[src/rtl/pwm_capture_pkg.sv]
// Shared definitions for the PWM capture block: register addresses,
// measurement FSM states and status word layout.
package pwm_capture_pkg;

    localparam logic [2:0] ADDR_PERIOD       = 3'd0;
    localparam logic [2:0] ADDR_SHADOW_HIGH  = 3'd1;
    localparam logic [2:0] ADDR_STATUS       = 3'd2;
    localparam logic [2:0] ADDR_CONTROL      = 3'd3;
    localparam logic [2:0] ADDR_SAMPLE_COUNT = 3'd4;
    localparam logic [2:0] ADDR_CLEAR        = 3'd5;
    localparam logic [2:0] ADDR_CLOCK_HZ     = 3'd6;
    localparam logic [2:0] ADDR_HIGH_LIVE    = 3'd7;

    typedef enum logic [1:0] {
        IDLE,
        WAIT_RISE,
        HIGH,
        LOW
    } state_t;

    localparam int STAT_VALID   = 0;
    localparam int STAT_TIMEOUT = 1;
    localparam int STAT_LEVEL   = 2;
    localparam int STAT_ENABLE  = 3;

    // Builds the status word from its individual flags.
    function automatic logic [31:0] packStatus(input logic valid,
                                               input logic timedOut,
                                               input logic level,
                                               input logic enable);
        logic [31:0] s;
        s               = '0;
        s[STAT_VALID]   = valid;
        s[STAT_TIMEOUT] = timedOut;
        s[STAT_LEVEL]   = level;
        s[STAT_ENABLE]  = enable;
        return s;
    endfunction

endpackage

[src/rtl/pwm_capture_input_filter.sv]
// Synchroniser plus glitch filter for the asynchronous PWM input.
// The filtered level only moves after FILTER_LEN consecutive synced samples
// disagree with it, so edge latency is a constant SYNC_STAGES+FILTER_LEN.
module pwm_input_filter
    import pwm_capture_pkg::*;
#(
    parameter int SYNC_STAGES = 2,
    parameter int FILTER_LEN  = 4
) (
    input  logic clk,
    input  logic reset,
    input  logic i_pwm,
    output logic o_level,
    output logic o_rise,
    output logic o_fall
);

    localparam int RUN_W = (FILTER_LEN > 1) ? $clog2(FILTER_LEN) : 1;

    logic [SYNC_STAGES-1:0] r_sync;
    logic [RUN_W-1:0]       r_run;
    logic                   r_level;
    logic                   r_rise;
    logic                   r_fall;
    logic                   w_synced;

    assign w_synced = r_sync[SYNC_STAGES-1];
    assign o_level  = r_level;
    assign o_rise   = r_rise;
    assign o_fall   = r_fall;

    // Shift the raw input through the metastability chain.
    always_ff @(posedge clk or posedge reset) begin
        if (reset) begin
            r_sync <= '0;
        end else begin
            r_sync[0] <= i_pwm;
            for (int i = 1; i < SYNC_STAGES; i++) begin
                r_sync[i] <= r_sync[i-1];
            end
        end
    end

    // Count disagreeing samples and flip the level (with an edge strobe) once the run is long enough.
    always_ff @(posedge clk or posedge reset) begin
        if (reset) begin
            r_run   <= '0;
            r_level <= 1'b0;
            r_rise  <= 1'b0;
            r_fall  <= 1'b0;
        end else begin
            r_rise <= 1'b0;
            r_fall <= 1'b0;
            if (w_synced != r_level) begin
                if (r_run == RUN_W'(FILTER_LEN - 1)) begin
                    r_level <= w_synced;
                    r_run   <= '0;
                    r_rise  <= w_synced;
                    r_fall  <= ~w_synced;
                end else begin
                    r_run <= r_run + RUN_W'(1);
                end
            end else begin
                r_run <= '0;
            end
        end
    end

endmodule

[src/rtl/pwm_capture.sv]
// Avalon-MM slave measuring PWM period and high time in clk ticks, with a
// stuck-level timeout. Software derives duty from the period/high pair.
module pwm_capture
    import pwm_capture_pkg::*;
#(
    parameter int unsigned CLOCK_SPEED_HZ = 50_000_000,
    parameter int unsigned TIMEOUT_TICKS  = 50_000_000,
    parameter int          SYNC_STAGES    = 2,
    parameter int          FILTER_LEN     = 4
) (
    input  logic        clk,
    input  logic        reset,
    input  logic [2:0]  address,
    input  logic        write,
    input  logic [31:0] writedata,
    input  logic        read,
    output logic [31:0] readdata,
    output logic        waitrequest,
    input  logic        pwm_in,
    output logic        sample_valid,
    output logic        new_sample
);

    localparam logic [31:0] TIMEOUT_LIM = 32'(TIMEOUT_TICKS);

    state_t      r_state;
    logic [31:0] r_cnt;
    logic [31:0] r_hcnt;
    logic [31:0] r_period;
    logic [31:0] r_high;
    logic [31:0] r_shadowHigh;
    logic [31:0] r_sampleCount;
    logic        r_timeout;
    logic        r_enable;
    logic        r_sampleValid;
    logic        r_newSample;
    logic [31:0] r_readdata;
    logic        r_rdAck;

    logic        w_level;
    logic        w_rise;
    logic        w_fall;
    logic        w_cntSat;
    logic        w_clearWrite;
    logic [31:0] w_readMux;
    logic        w_unusedWriteBits;

    pwm_input_filter #(
        .SYNC_STAGES(SYNC_STAGES),
        .FILTER_LEN (FILTER_LEN)
    ) u_filter (
        .clk    (clk),
        .reset  (reset),
        .i_pwm  (pwm_in),
        .o_level(w_level),
        .o_rise (w_rise),
        .o_fall (w_fall)
    );

    assign w_cntSat          = (r_cnt >= TIMEOUT_LIM);
    assign w_clearWrite      = write && (address == ADDR_CLEAR);
    assign w_unusedWriteBits = ^writedata[31:1];
    assign waitrequest       = read & ~r_rdAck;
    assign readdata          = r_readdata;
    assign sample_valid      = r_sampleValid;
    assign new_sample        = r_newSample;

    // Measurement FSM plus control/clear register writes; a clear overrides a same-cycle capture.
    always_ff @(posedge clk or posedge reset) begin
        if (reset) begin
            r_state       <= IDLE;
            r_cnt         <= '0;
            r_hcnt        <= '0;
            r_period      <= '0;
            r_high        <= '0;
            r_sampleCount <= '0;
            r_timeout     <= 1'b0;
            r_enable      <= 1'b0;
            r_sampleValid <= 1'b0;
            r_newSample   <= 1'b0;
        end else begin
            r_newSample <= 1'b0;
            if (!r_enable) begin
                r_state <= IDLE;
                r_cnt   <= '0;
                r_hcnt  <= '0;
            end else if (r_state == IDLE) begin
                r_state <= WAIT_RISE;
                r_cnt   <= '0;
            end else if (r_state == WAIT_RISE && w_rise) begin
                r_state <= HIGH;
                r_cnt   <= 32'd1;
            end else if (r_state == HIGH && w_fall) begin
                r_hcnt  <= r_cnt;
                r_cnt   <= w_cntSat ? r_cnt : r_cnt + 32'd1;
                r_state <= LOW;
            end else if (r_state == LOW && w_rise) begin
                r_period      <= r_cnt;
                r_high        <= r_hcnt;
                r_sampleValid <= 1'b1;
                r_newSample   <= 1'b1;
                r_sampleCount <= r_sampleCount + 32'd1;
                r_timeout     <= 1'b0;
                r_cnt         <= 32'd1;
                r_state       <= HIGH;
            end else if (w_cntSat) begin
                r_timeout     <= 1'b1;
                r_sampleValid <= 1'b0;
                r_period      <= '0;
                r_high        <= '0;
                r_hcnt        <= '0;
                r_cnt         <= '0;
                r_state       <= WAIT_RISE;
            end else begin
                r_cnt <= r_cnt + 32'd1;
            end

            if (write && address == ADDR_CONTROL) begin
                r_enable <= writedata[0];
            end
            if (w_clearWrite) begin
                r_sampleCount <= '0;
                r_timeout     <= 1'b0;
            end
        end
    end

    // Select the register addressed by the current read.
    always_comb begin
        w_readMux = '0;
        case (address)
            ADDR_PERIOD:       w_readMux = r_period;
            ADDR_SHADOW_HIGH:  w_readMux = r_shadowHigh;
            ADDR_STATUS:       w_readMux = packStatus(r_sampleValid, r_timeout, w_level, r_enable);
            ADDR_CONTROL:      w_readMux = {31'd0, r_enable};
            ADDR_SAMPLE_COUNT: w_readMux = r_sampleCount;
            ADDR_CLOCK_HZ:     w_readMux = 32'(CLOCK_SPEED_HZ);
            ADDR_HIGH_LIVE:    w_readMux = r_high;
            default:           w_readMux = '0;
        endcase
    end

    // One wait cycle per read; a period read snapshots the matching high time into the shadow.
    always_ff @(posedge clk or posedge reset) begin
        if (reset) begin
            r_readdata   <= '0;
            r_rdAck      <= 1'b0;
            r_shadowHigh <= '0;
        end else begin
            r_rdAck <= read;
            if (read && !r_rdAck) begin
                r_readdata <= w_readMux;
                if (address == ADDR_PERIOD) begin
                    r_shadowHigh <= r_high;
                end
            end
        end
    end

endmodule

[config.mk]
export PLATFORM = sky130hd
export DESIGN_NAME = pwm_capture
export DESIGN_NICKNAME = d
export VERILOG_FILES = /design/src/rtl/pwm_capture_pkg.sv /design/src/rtl/pwm_capture_input_filter.sv /design/src/rtl/pwm_capture.sv
export SDC_FILE = /design/constraint.sdc
export NUM_CORES = 1
export LEC_CHECK = 0
export ABC_AREA = 0
export CORE_UTILIZATION = 30
export DETAILED_ROUTE_END_ITERATION = 7
export PLACE_DENSITY_LB_ADDON = 0.15
export SLEW_MARGIN = 20
export SYNTH_ARGS = -nofsm -noshare
export SYNTH_HDL_FRONTEND = slang
export SYNTH_SLANG_ARGS = --single-unit
export TNS_END_PERCENT = 10
[constraint.sdc]
create_clock -name clk -period 11.24 [get_ports clk]
set_input_delay 1.124 -clock clk [delete_from_list [all_inputs] [get_ports clk]]
set_output_delay 1.124 -clock clk [all_outputs]
set_load 0.02 [all_outputs]
==> impl_metrics.json <==
{
  "switching_share_pct": 24.5,
  "grt_pass1_vias": 7851,
  "clock_sinks": 238,
  "synth_cells": 950,
  "grt_pass1_wl_um": 47700,
  "critPathMaxFanout": 34,
  "ctsHoldBuffers": 0,
  "synth-adder-area-share_pct": 0.472,
  "ctsHtreeMaxLevel": 1,
  "timing.final.hold_violations": 0,
  "finalSetupTns_ns": 0,
  "relSlewSlack_pct": 28.0,
  "syn-cell-area_mm2": 0.0106,
  "clockBufferDepth": 3,
  "arrival_ns": 4.31,
  "combPwrFrac_pct": 7.1,
  "post_layout_nonfiller_instances": 1440,
  "dpl.cell_count": 1389,
  "core_mm2": 0.0346,
  "cp.required_ns": 11.69,
  "viasPerCell": 5.34,
  "clock_power_share_pct": 46.4,
  "grt_max_degree": 92,
  "period_share_pct": 34.4,
  "nNetsFinal": 1009,
  "cts_tree": "yes",
  "drtIter0Drc": 464,
  "avgRoutedWirePerCell_um": 20.7,
  "synth_ff_type": "dfrtp_1",
  "synth-edff-count": 0,
  "yosys_register_bits": 238,
  "cts_root_buffer": "clkbuf_16",
  "final_common_cell": "dfrtp_1",
  "layout.cells.most_common_list": "dfrtp_1, a22o_1, o21ai_0, nand2_1, a21oi_1",
  "nFillCells": 3447,
  "antennaDiodeCount": 0,
  "skew_ns": 0.00981,
  "synthXorXnorAreaFrac_pct": 1.98,
  "place_hpwl_um": 18200,
  "fp.dieW_um": 190,
  "synth-async-reset-ratio_pct": 100,
  "first_pass_iters": 8,
  "dieArea_mm2": 0.0361,
  "grt_remaining_overflow": 0,
  "clk_latency_ns": 0.53,
  "antenna_found_initial": 0,
  "portBuffers": 43,
  "powerDensity_mw_per_mm2": 155,
  "dieHeight_um": 190,
  "maxCapViolations": 0,
  "cts_resized": 0,
  "start_kind": "input port",
  "max_freq_mhz": 259,
  "synth_compound_area_share_pct": 19.3,
  "ir_worst_vdd_uv": 102,
  "wirelength_um": 29700,
  "finalWeightedCongestion": 0.759,
  "ant_nets": 0,
  "vias": 7694,
  "synth_top_family_by_area": "compound AO/OA/AOI/OAI gates",
  "row_count": 68,
  "seq_power_share_pct": 46.6,
  "p_sw_uw": 470,
  "layout_min_cycle_time_ns": 3.86,
  "drive_gt1_share_pct": 11.9,
  "cp-end-kind": "flip-flop",
  "critPathKind": "input port to flip-flop",
  "setup_violations": 0,
  "hold_path.class": "flip-flop to flip-flop",
  "worst-slew-pin-transition_ns": 1.08,
  "path_clk_slew_ns": 0.06,
  "syn_to_final_growth_pct": 16.7,
  "ioPinCount": 75,
  "drc": 0,
  "post_cts_buffers": 0,
  "grt_use_total_pct": 17.0,
  "syn_nets": 994,
  "cts_made_buffers": 28,
  "synthDistinctLibCells": 50,
  "ys_seq_area_share_pct": 56.2,
  "slew_violations": 0,
  "muxShareOfSynthArea_pct": 7.06,
  "rsz0062_at_grt": "no",
  "avgSynthCellArea_um2": 11.2,
  "p_leak_uw": 0.00542,
  "outcome": "finished, final reports clean",
  "initial_core_util_pct": 30.6,
  "internal_power_uw": 1450,
  "synth_warnings": 0,
  "yosys.area_share.simple_pct": 11.7
}
## state kept, by name (all words and copies together) (netlist names)
register,count
r_rdAck,1
new_sample,1
r_state,2
r_cnt,32
r_period,32
u_filter.r_sync,2
readdata,32
u_filter.o_fall,1
r_timeout,1
r_sampleCount,32
r_enable,1
r_shadowHigh,32
u_filter.o_level,1
u_filter.o_rise,1
r_hcnt,32
u_filter.r_run,2
sample_valid,1
r_high,32
## worst paths after layout
path | slack, ns | end | start | cells after the start
worst min register to register | 0.35 | u_filter.r_sync[1] | u_filter.r_sync[0] | 0
max in group asynchronous | 8.69 | r_sampleCount[9] | reset | 3
worst min-delay path | 0.35 | u_filter.r_sync[1] | u_filter.r_sync[0] | 0
worst max register to register | 8.46 | r_hcnt[17] | r_cnt[24] | 5
worst max-delay path | 7.38 | r_sampleCount[30] | address[0] | 8
min in group asynchronous | 1.10 | u_filter.r_sync[0] | reset | 2
## power by group through the flow
stage          clock network, µW  logic [µW]  registers (µW)
2_1_floorplan                  0        76.8             909
3_3_place_gp                   0         136             908
3_5_place_dp                   0         137             909
4_1_cts                      917         138             893
5_1_grt                      947         151             895
6_report                     889         136             893
## worst max-delay path, stage by stage
cell and delay [ns]:
clkdlybuf4s50_1 0.46, buf_4 0.43, and4b_1 0.63, buf_4 0.41, o2111a_2 0.35, nand2_2 0.17
or4_1 0.55, a21oi_1 0.16
## Yosys cell counts, types with 2 or more instances
library cell	count	area [µm²]
nand2_1	60	225
a21o_1	9	67.6
a22o_1	100	876
dfrtp_1	238	5960
buf_2	13	65.1
and2_1	9	56.3
ha_1	4	50.1
o2111ai_1	2	17.5
xnor2_1	11	96.3
mux2i_1	23	230
a221oi_1	11	96.3
a22oi_1	4	30.0
o21ai_0	60	300
nand4_1	12	75.1
nand4b_1	2	17.5
nor2b_1	6	37.5
nor3_1	6	30.0
buf_1	3	11.3
or3_1	14	87.6
mux2_2	46	518
a211oi_1	2	15.0
a2bb2oi_1	15	131
and3_1	12	75.1
clkbuf_1	56	210
nor2_1	56	210
nand3_1	23	115
inv_1	15	56.3
and4_1	6	52.6
or4_1	19	143
xor2_1	13	114
o31ai_1	17	128
nor4_1	6	37.5
a31oi_1	2	12.5
a21oi_1	59	295
## per-stage QoR
stage	total power, µW	util [%]	setup WS (ns)	instance area (µm²)	hold WS, ns
floorplan	986	-	3.58	10600	0.331
global placement	1040	33.0	6.82	11400	0.336
detailed placement	1050	33.0	6.80	11400	0.337
CTS	1950	35.6	7.34	12300	0.350
global route	1990	35.7	7.17	12400	0.355
finish	1920	35.7	7.38	12400	0.347
## routing by layer
| metal | vias up | part of all wire [%] | global-route usage, % |
|---|---|---|---|
| met5 | - | 0 | 0 |
| met4 | 0 | 1.8 | 4.37 |
| met3 | 34 | 4.2 | 2.34 |
| met2 | 153 | 45 | 26.0 |
| met1 | 3932 | 49 | 25.0 |
| li1 | 3575 | - | - |
## layout make-up
class	count	area, µm²	area share [%]
clock buffer	41	831	6.72
clock inverter	9	73.8	0.597
inverter	15	63.8	0.516
multi-input combinational	625	4330	35.1
sequential	238	5960	48.2
tap	455	569	4.61
timing repair buffer	57	533	4.31
## logic make-up (layout without fill, tap and decap cells)
family / count (synthesis) / count (layout)
mux: 69 / 69
xor+xnor: 24 / 24
simple gates: 239 / 239
compound gates: 289 / 289
flops: 238 / 238
fa+ha+maj: 4 / 4
buf+inv: 87 / 122
(Power assumes the default switching activity.)
